### src/rtl/flash_sample_sequencer_if.sv
`default_nettype none
// ============================================================================
// Module   : flash_sample_sequencer_if
// Desc     : Control, flash word-read and sample-stream signals of the
//            flash sample sequencer. master = sequencer, slave = environment.
// Revision : 1.0
// ============================================================================
interface flash_sample_sequencer_if;
    logic        en;
    logic        restart;
    logic        dir;
    logic        rd_req;
    logic [22:0] rd_addr;
    logic [31:0] rd_data;
    logic        rd_valid;
    logic [15:0] smp_data;
    logic        smp_valid;
    logic        smp_ready;

    modport master (
        input  en,
        input  restart,
        input  dir,
        output rd_req,
        output rd_addr,
        input  rd_data,
        input  rd_valid,
        output smp_data,
        output smp_valid,
        input  smp_ready
    );

    modport slave (
        output en,
        output restart,
        output dir,
        input  rd_req,
        input  rd_addr,
        output rd_data,
        output rd_valid,
        input  smp_data,
        input  smp_valid,
        output smp_ready
    );
endinterface
`default_nettype wire

### src/rtl/flash_sample_sequencer.sv
`default_nettype none
// ============================================================================
// Module   : flash_sample_sequencer
// Desc     : Fetches 32-bit words from a flash word reader and streams each
//            one as two signed 16-bit samples. Define REVERSE_PLAYBACK_EN to
//            enable reverse playback selected by dir.
// Revision : 1.0
// ============================================================================
module flash_sample_sequencer #(
    parameter logic [22:0] START_ADDR = 23'h000000,
    parameter logic [22:0] END_ADDR   = 23'h07FFFF
) (
    input  logic                     clk,
    input  logic                     rst_n,
    flash_sample_sequencer_if.master bus
);

    typedef enum logic [2:0] {
        IDLE       = 3'd0,
        REQ        = 3'd1,
        WAIT       = 3'd2,
        OUT_FIRST  = 3'd3,
        OUT_SECOND = 3'd4
    } state_t;

    state_t      r_state;
    state_t      w_state_nxt;
    logic [22:0] r_addr;
    logic [22:0] w_addr_nxt;
    logic [31:0] r_word;
    logic [31:0] w_word_nxt;
    logic        r_restart_pend;
    logic        w_restart_pend_nxt;
    logic        r_rd_req;
    logic        r_smp_valid;
    logic [15:0] r_smp_data;
    logic [15:0] w_smp_data_nxt;

    logic        w_hs;
    logic        w_restart_any;
    logic        w_load_dir;
    logic        w_dir_now;
    logic        w_word_rev;
    logic [22:0] w_restart_addr;
    logic [22:0] w_step_addr;

    assign w_hs          = r_smp_valid & bus.smp_ready;
    assign w_restart_any = r_restart_pend | bus.restart;

    // Direction is taken live at each word boundary and latched for the
    // half-word ordering of the word that follows.
`ifdef REVERSE_PLAYBACK_EN
    logic r_dir;

    assign w_dir_now  = bus.dir;
    assign w_word_rev = r_dir;

    always_ff @(posedge clk or negedge rst_n) begin
        if (!rst_n) begin
            r_dir <= 1'b0;
        end else if (w_load_dir) begin
            r_dir <= w_dir_now;
        end
    end
`else
    logic w_unused_dir;

    assign w_dir_now    = 1'b0;
    assign w_word_rev   = 1'b0;
    assign w_unused_dir = bus.dir ^ w_load_dir;
`endif

    always_comb begin
        w_restart_addr = w_dir_now ? END_ADDR : START_ADDR;
        if (w_dir_now) begin
            w_step_addr = (r_addr == START_ADDR) ? END_ADDR : (r_addr - 23'd1);
        end else begin
            w_step_addr = (r_addr == END_ADDR) ? START_ADDR : (r_addr + 23'd1);
        end
    end

    always_comb begin
        w_state_nxt        = r_state;
        w_addr_nxt         = r_addr;
        w_word_nxt         = r_word;
        w_restart_pend_nxt = r_restart_pend | bus.restart;
        w_load_dir         = 1'b0;

        case (r_state)
            IDLE: begin
                if (w_restart_any) begin
                    w_addr_nxt         = w_restart_addr;
                    w_restart_pend_nxt = 1'b0;
                end
                if (bus.en) begin
                    w_state_nxt = REQ;
                    w_load_dir  = 1'b1;
                end
            end
            REQ: begin
                w_state_nxt = WAIT;
            end
            WAIT: begin
                if (bus.rd_valid) begin
                    w_word_nxt  = bus.rd_data;
                    w_state_nxt = OUT_FIRST;
                end
            end
            OUT_FIRST: begin
                if (w_hs) begin
                    w_state_nxt = OUT_SECOND;
                end
            end
            OUT_SECOND: begin
                if (w_hs) begin
                    // A restart (pending or arriving now) beats a normal step or wrap.
                    w_addr_nxt         = w_restart_any ? w_restart_addr : w_step_addr;
                    w_restart_pend_nxt = 1'b0;
                    if (bus.en) begin
                        w_state_nxt = REQ;
                        w_load_dir  = 1'b1;
                    end else begin
                        w_state_nxt = IDLE;
                    end
                end
            end
            default: begin
                w_state_nxt = IDLE;
            end
        endcase
    end

    always_comb begin
        w_smp_data_nxt = r_smp_data;
        if ((r_state == WAIT) && (w_state_nxt == OUT_FIRST)) begin
            w_smp_data_nxt = w_word_rev ? w_word_nxt[31:16] : w_word_nxt[15:0];
        end else if ((r_state == OUT_FIRST) && (w_state_nxt == OUT_SECOND)) begin
            w_smp_data_nxt = w_word_rev ? r_word[15:0] : r_word[31:16];
        end
    end

    // Outputs are registered from the next state so smp_ready never reaches
    // smp_valid/smp_data combinationally.
    always_ff @(posedge clk or negedge rst_n) begin
        if (!rst_n) begin
            r_state        <= IDLE;
            r_addr         <= START_ADDR;
            r_word         <= 32'h0;
            r_restart_pend <= 1'b0;
            r_rd_req       <= 1'b0;
            r_smp_valid    <= 1'b0;
            r_smp_data     <= 16'h0;
        end else begin
            r_state        <= w_state_nxt;
            r_addr         <= w_addr_nxt;
            r_word         <= w_word_nxt;
            r_restart_pend <= w_restart_pend_nxt;
            r_rd_req       <= (w_state_nxt == REQ) || (w_state_nxt == WAIT);
            r_smp_valid    <= (w_state_nxt == OUT_FIRST) || (w_state_nxt == OUT_SECOND);
            r_smp_data     <= w_smp_data_nxt;
        end
    end

    assign bus.rd_req    = r_rd_req;
    assign bus.rd_addr   = r_addr;
    assign bus.smp_valid = r_smp_valid;
    assign bus.smp_data  = r_smp_data;

endmodule
`default_nettype wire

### src/flat_wrapper.sv
// flat-port wrapper written by rule: the top's interface ports become plain ports
module flash_sample_sequencer_flat 
#(
    parameter logic [22:0] START_ADDR = 23'h000000,
    parameter logic [22:0] END_ADDR   = 23'h07FFFF
)
  (clk, rst_n, bus_en, bus_restart, bus_dir, bus_rd_req, bus_rd_addr, bus_rd_data, bus_rd_valid, bus_smp_data, bus_smp_valid, bus_smp_ready);
  flash_sample_sequencer_if bus_i ();
  input  logic clk;
  input  logic rst_n;
  input wire logic [$bits(bus_i.en)-1:0] bus_en;
  input wire logic [$bits(bus_i.restart)-1:0] bus_restart;
  input wire logic [$bits(bus_i.dir)-1:0] bus_dir;
  output wire logic [$bits(bus_i.rd_req)-1:0] bus_rd_req;
  output wire logic [$bits(bus_i.rd_addr)-1:0] bus_rd_addr;
  input wire logic [$bits(bus_i.rd_data)-1:0] bus_rd_data;
  input wire logic [$bits(bus_i.rd_valid)-1:0] bus_rd_valid;
  output wire logic [$bits(bus_i.smp_data)-1:0] bus_smp_data;
  output wire logic [$bits(bus_i.smp_valid)-1:0] bus_smp_valid;
  input wire logic [$bits(bus_i.smp_ready)-1:0] bus_smp_ready;
  assign bus_i.en = bus_en;
  assign bus_i.restart = bus_restart;
  assign bus_i.dir = bus_dir;
  assign bus_rd_req = bus_i.rd_req;
  assign bus_rd_addr = bus_i.rd_addr;
  assign bus_i.rd_data = bus_rd_data;
  assign bus_i.rd_valid = bus_rd_valid;
  assign bus_smp_data = bus_i.smp_data;
  assign bus_smp_valid = bus_i.smp_valid;
  assign bus_i.smp_ready = bus_smp_ready;
  flash_sample_sequencer #(.START_ADDR(START_ADDR), .END_ADDR(END_ADDR)) u_core (.clk(clk), .rst_n(rst_n), .bus(bus_i));
endmodule
### config.mk
export PLATFORM = sky130hd
export DESIGN_NAME = flash_sample_sequencer_flat
export DESIGN_NICKNAME = d
export VERILOG_FILES = /design/src/rtl/flash_sample_sequencer_if.sv /design/src/rtl/flash_sample_sequencer.sv /design/src/flat_wrapper.sv
export SDC_FILE = /design/constraint.sdc
export NUM_CORES = 1
export LEC_CHECK = 0
export BUFFER_PORTS_ARGS = -buffer_cell sky130_fd_sc_hd__buf_2
export CAP_MARGIN = 10
export CELL_PAD_IN_SITES_DETAIL_PLACEMENT = 0
export CELL_PAD_IN_SITES_GLOBAL_PLACEMENT = 1
export CORE_MARGIN = 2
export CORE_UTILIZATION = 38
export DETAILED_ROUTE_END_ITERATION = 7
export PLACE_DENSITY_LB_ADDON = 0.3
export SLEW_MARGIN = 10
export SYNTH_ARGS = -nofsm -noshare
export SYNTH_HDL_FRONTEND = slang
export SYNTH_SLANG_ARGS = --single-unit
### constraint.sdc
create_clock -name clk -period 2.4 [get_ports clk]
set_input_delay 0.24 -clock clk [delete_from_list [all_inputs] [get_ports clk]]
set_output_delay 0.24 -clock clk [all_outputs]
set_load 0.05 [all_outputs]
==> run_results.csv <==
group,metric,value,unit
outcome,outcome,"completed",
critical_path,cp-end-kind,"flop",
global_routing,grt_pass1_vias,2591,
critical_path,slowest_stage,"a2111o_1",
cells_and_area,area_growth_syn_to_layout,27.1,%
timing,finalCritPeriodShare,82.8,%
timing,clock_skew,0.00864,ns
timing,slew_headroom,54.2,%
route,drc_errors,0,
critical_path,critPathArrivalTime,2.24,ns
global_routing,grt_usage,17.8,%
route,wl_met1,3060,microns
run,maxCapViolCount,0,
critical_path,crit_chain,"ha_1 -> nand4_4 -> nor2_1 -> nand4_1 -> a2111o_1 -> o31ai_1",
cells_and_area,nets,434,
die,num_rows,31,
hold_path,worstHoldPathType,"input port to flop",
cells_and_area,fillers,767,
route,dr.pass1.iters,4,
cts,htree_levels,3,
die,initial_core_util,39.4,%
critical_path,crit_fanout,5,
global_routing,overflow,0,
synthesis,syn_inst,308,
timing,finalSetupTns,0,ns
timing,hold_violations,0,
synthesis,seq_area_frac_synth,53.1,%
cells_and_area,diodes,0,
cells_and_area,layout-drive-gt1-share,29.3,%
pwr,power_density,1130,nW/um^2
timing,rsz0062_at_grt,"false",
die,io_pins,80,
cts,clock_latency,0.34,ns
synthesis,synth-seq-cells,61,
critical_path,slowest_delay,0.43,ns
synthesis,syn-num-nets,348,
timing,setup_viol,0,
cells_and_area,mostFrequentLayoutCells,"nand2_1 (87), buf_2 (78), dfrtp_1 (61)",
cts,clockRootBuffer,"clkbuf_8",
synthesis,yosys_warnings,0,
placement,gp_congestion,0.813,
timing,maxSlewViolCount,0,
die,die_w,91.0,microns
placement,numPortBuffers,78,
synthesis,syn_avg_cell_area,9.34,sq um
critical_path,crit_type,"flop to flop",
cts,ctsLongestPathBuffers,2,
route,top_layer_used,"met4",
die,core_region_area,7290,sq um
synthesis,synthesis.area,2880,sq um
critical_path,critPathLaunchType,"flop",
cts,cts_tree,"built",
cells_and_area,final_common_cell,"nand2_1",
cts,path_clk_slew,0.07,ns
placement,hpwl,4810,microns
synthesis,synth.distinct_cells,41,
global_routing,grt_pass1_wl,11900,microns
route,viasPerCell,5.16,
pwr,power.leakage,1.78,nW
route,wl_met3,476,microns
route,wl_per_cell,13.9,microns
route,first_iter_violations,124,
timing,fmax,503,MHz
timing,worstMarginPinSlew,0.686,ns
die,die_h,91.0,microns
route,dr_total_vias,2572,
route,ant_nets,0,
pwr,finalPower,4.12,mW
cts,postCtsResizedCells,0,
critical_path,critPathRequiredTime,2.65,ns
cts,cts.sinks,61,
route,dr_wl_met2,3320,microns
cts,numCtsBuffers,9,
timing,finalCriticalPeriod,1.99,ns
route,wl,6910,microns
global_routing,antenna_found_initial,0,
global_routing,grt_max_degree,34,
die,die_area,8280,sq um
pwr,vdd_drop_max,571,uV
[state kept, by name, summed over array words and instances (netlist names)]
name and cells:
u_core.bus.rd_req 1, u_core.bus.rd_addr 23, u_core.bus.smp_valid 1, u_core.r_word 16, u_core.bus.smp_data 16, u_core.r_restart_pend 1
u_core.r_state 3
[synthesized netlist by cell type (all sizes together)]
cell type	number	area [sq um]
a2111o	1	11.3
a2111oi	1	8.76
a211oi	3	35.0
a21boi	1	7.51
a21oi	10	50.1
a22o	1	8.76
a31oi	33	206
a32o	1	10.0
a41oi	9	78.8
and2	1	6.26
and3	4	25.0
and3b	1	8.76
and4	1	8.76
buf	8	50.1
clkbuf	8	30.0
dfrtp	61	1530
ha	1	12.5
mux2	1	11.3
mux2i	1	10.0
nand2	87	327
nand2b	5	31.3
nand3	12	65.1
nand3b	1	7.51
nand4	5	61.3
nor2	26	100
nor2b	1	6.26
nor3	5	30.0
nor3b	1	12.5
nor4	3	48.8
o21ai	12	60.1
o31ai	1	7.51
or2	1	6.26
or4	1	7.51
[where the power goes]
group	switching [mW]	total, mW	leakage (nW)	internal (mW)
clock	0.390	1.03	0.116	0.638
sequential	0.161	1.51	0.773	1.35
combinational	1.16	1.58	0.888	0.423
total	1.71	4.12	1.78	2.41
[layer usage]
layer | vias to the layer above | track usage (%)
met5 | - | 0
li1 | 1277 | -
met1 | 1211 | 21.6
met3 | 7 | 7.39
met4 | 0 | 5.68
met2 | 77 | 28.9
[worst max-delay path, delay by kind of cell, from the launching register on]
kind                       cells  cell delay (ns)
AOI/OAI and AO/OA              2             0.66
and+or+nand+nor                3             0.56
DFF                            1             0.41
adders and majority gates      1             0.27
[what timing repair did]
item | 4_1_cts | 5_1_grt
endpoints found under the setup margin | 0 | 0
hold buffers | 1 | 0
endpoints found under the hold margin | 28 | 0
buffers inserted | 0 | 0
[path summary, 6_finish.rpt]
check                                           start                endpoint  slack, ns  cells after the start
worst max-delay path            u_core.bus.rd_addr[0]  u_core.bus.rd_addr[12]       0.41                      6
worst min-delay path                  bus_rd_data[21]       u_core.r_word[21]       0.09                      3
worst max register to register  u_core.bus.rd_addr[0]  u_core.bus.rd_addr[12]       0.41                      6
worst min register to register      u_core.r_word[23]       u_core.r_word[23]       0.47                      2
max in group asynchronous                       rst_n       u_core.r_word[28]       1.32                      3
min in group asynchronous                       rst_n  u_core.bus.rd_addr[18]       0.48                      2
[through the flow]
stage               instances  setup WS [ns]  hold WS (ns)  instance area [sq um]  utilization, %
finish                    498          0.414        0.0944                   3650            50.1
global route              498          0.259        0.0866                   3650            50.1
CTS                       498          0.409        0.0774                   3650            50.1
detailed placement        481          0.411         0.324                   3420            46.9
global placement          481          0.456         0.333                   3420            46.9
floorplan                 308          0.142       -0.0556                   2880               -
[final cells by class]
type	count	area [sq um]	area share (%)
well taps	99	124	3.39
flip-flops and latches	61	1530	41.8
repair buffers	91	503	13.8
multi-input cells	231	1280	34.9
clock buffers	12	155	4.25
clock inverters	4	70.1	1.92
[kinds of logic after synthesis]
kind of cell	synth area share [%]
flops	53.1
buf+inv	2.78
compound gates	16.8
simple gates	26.1
fa+ha+maj	0.435
mux	0.739
(Power assumes the default switching activity.)
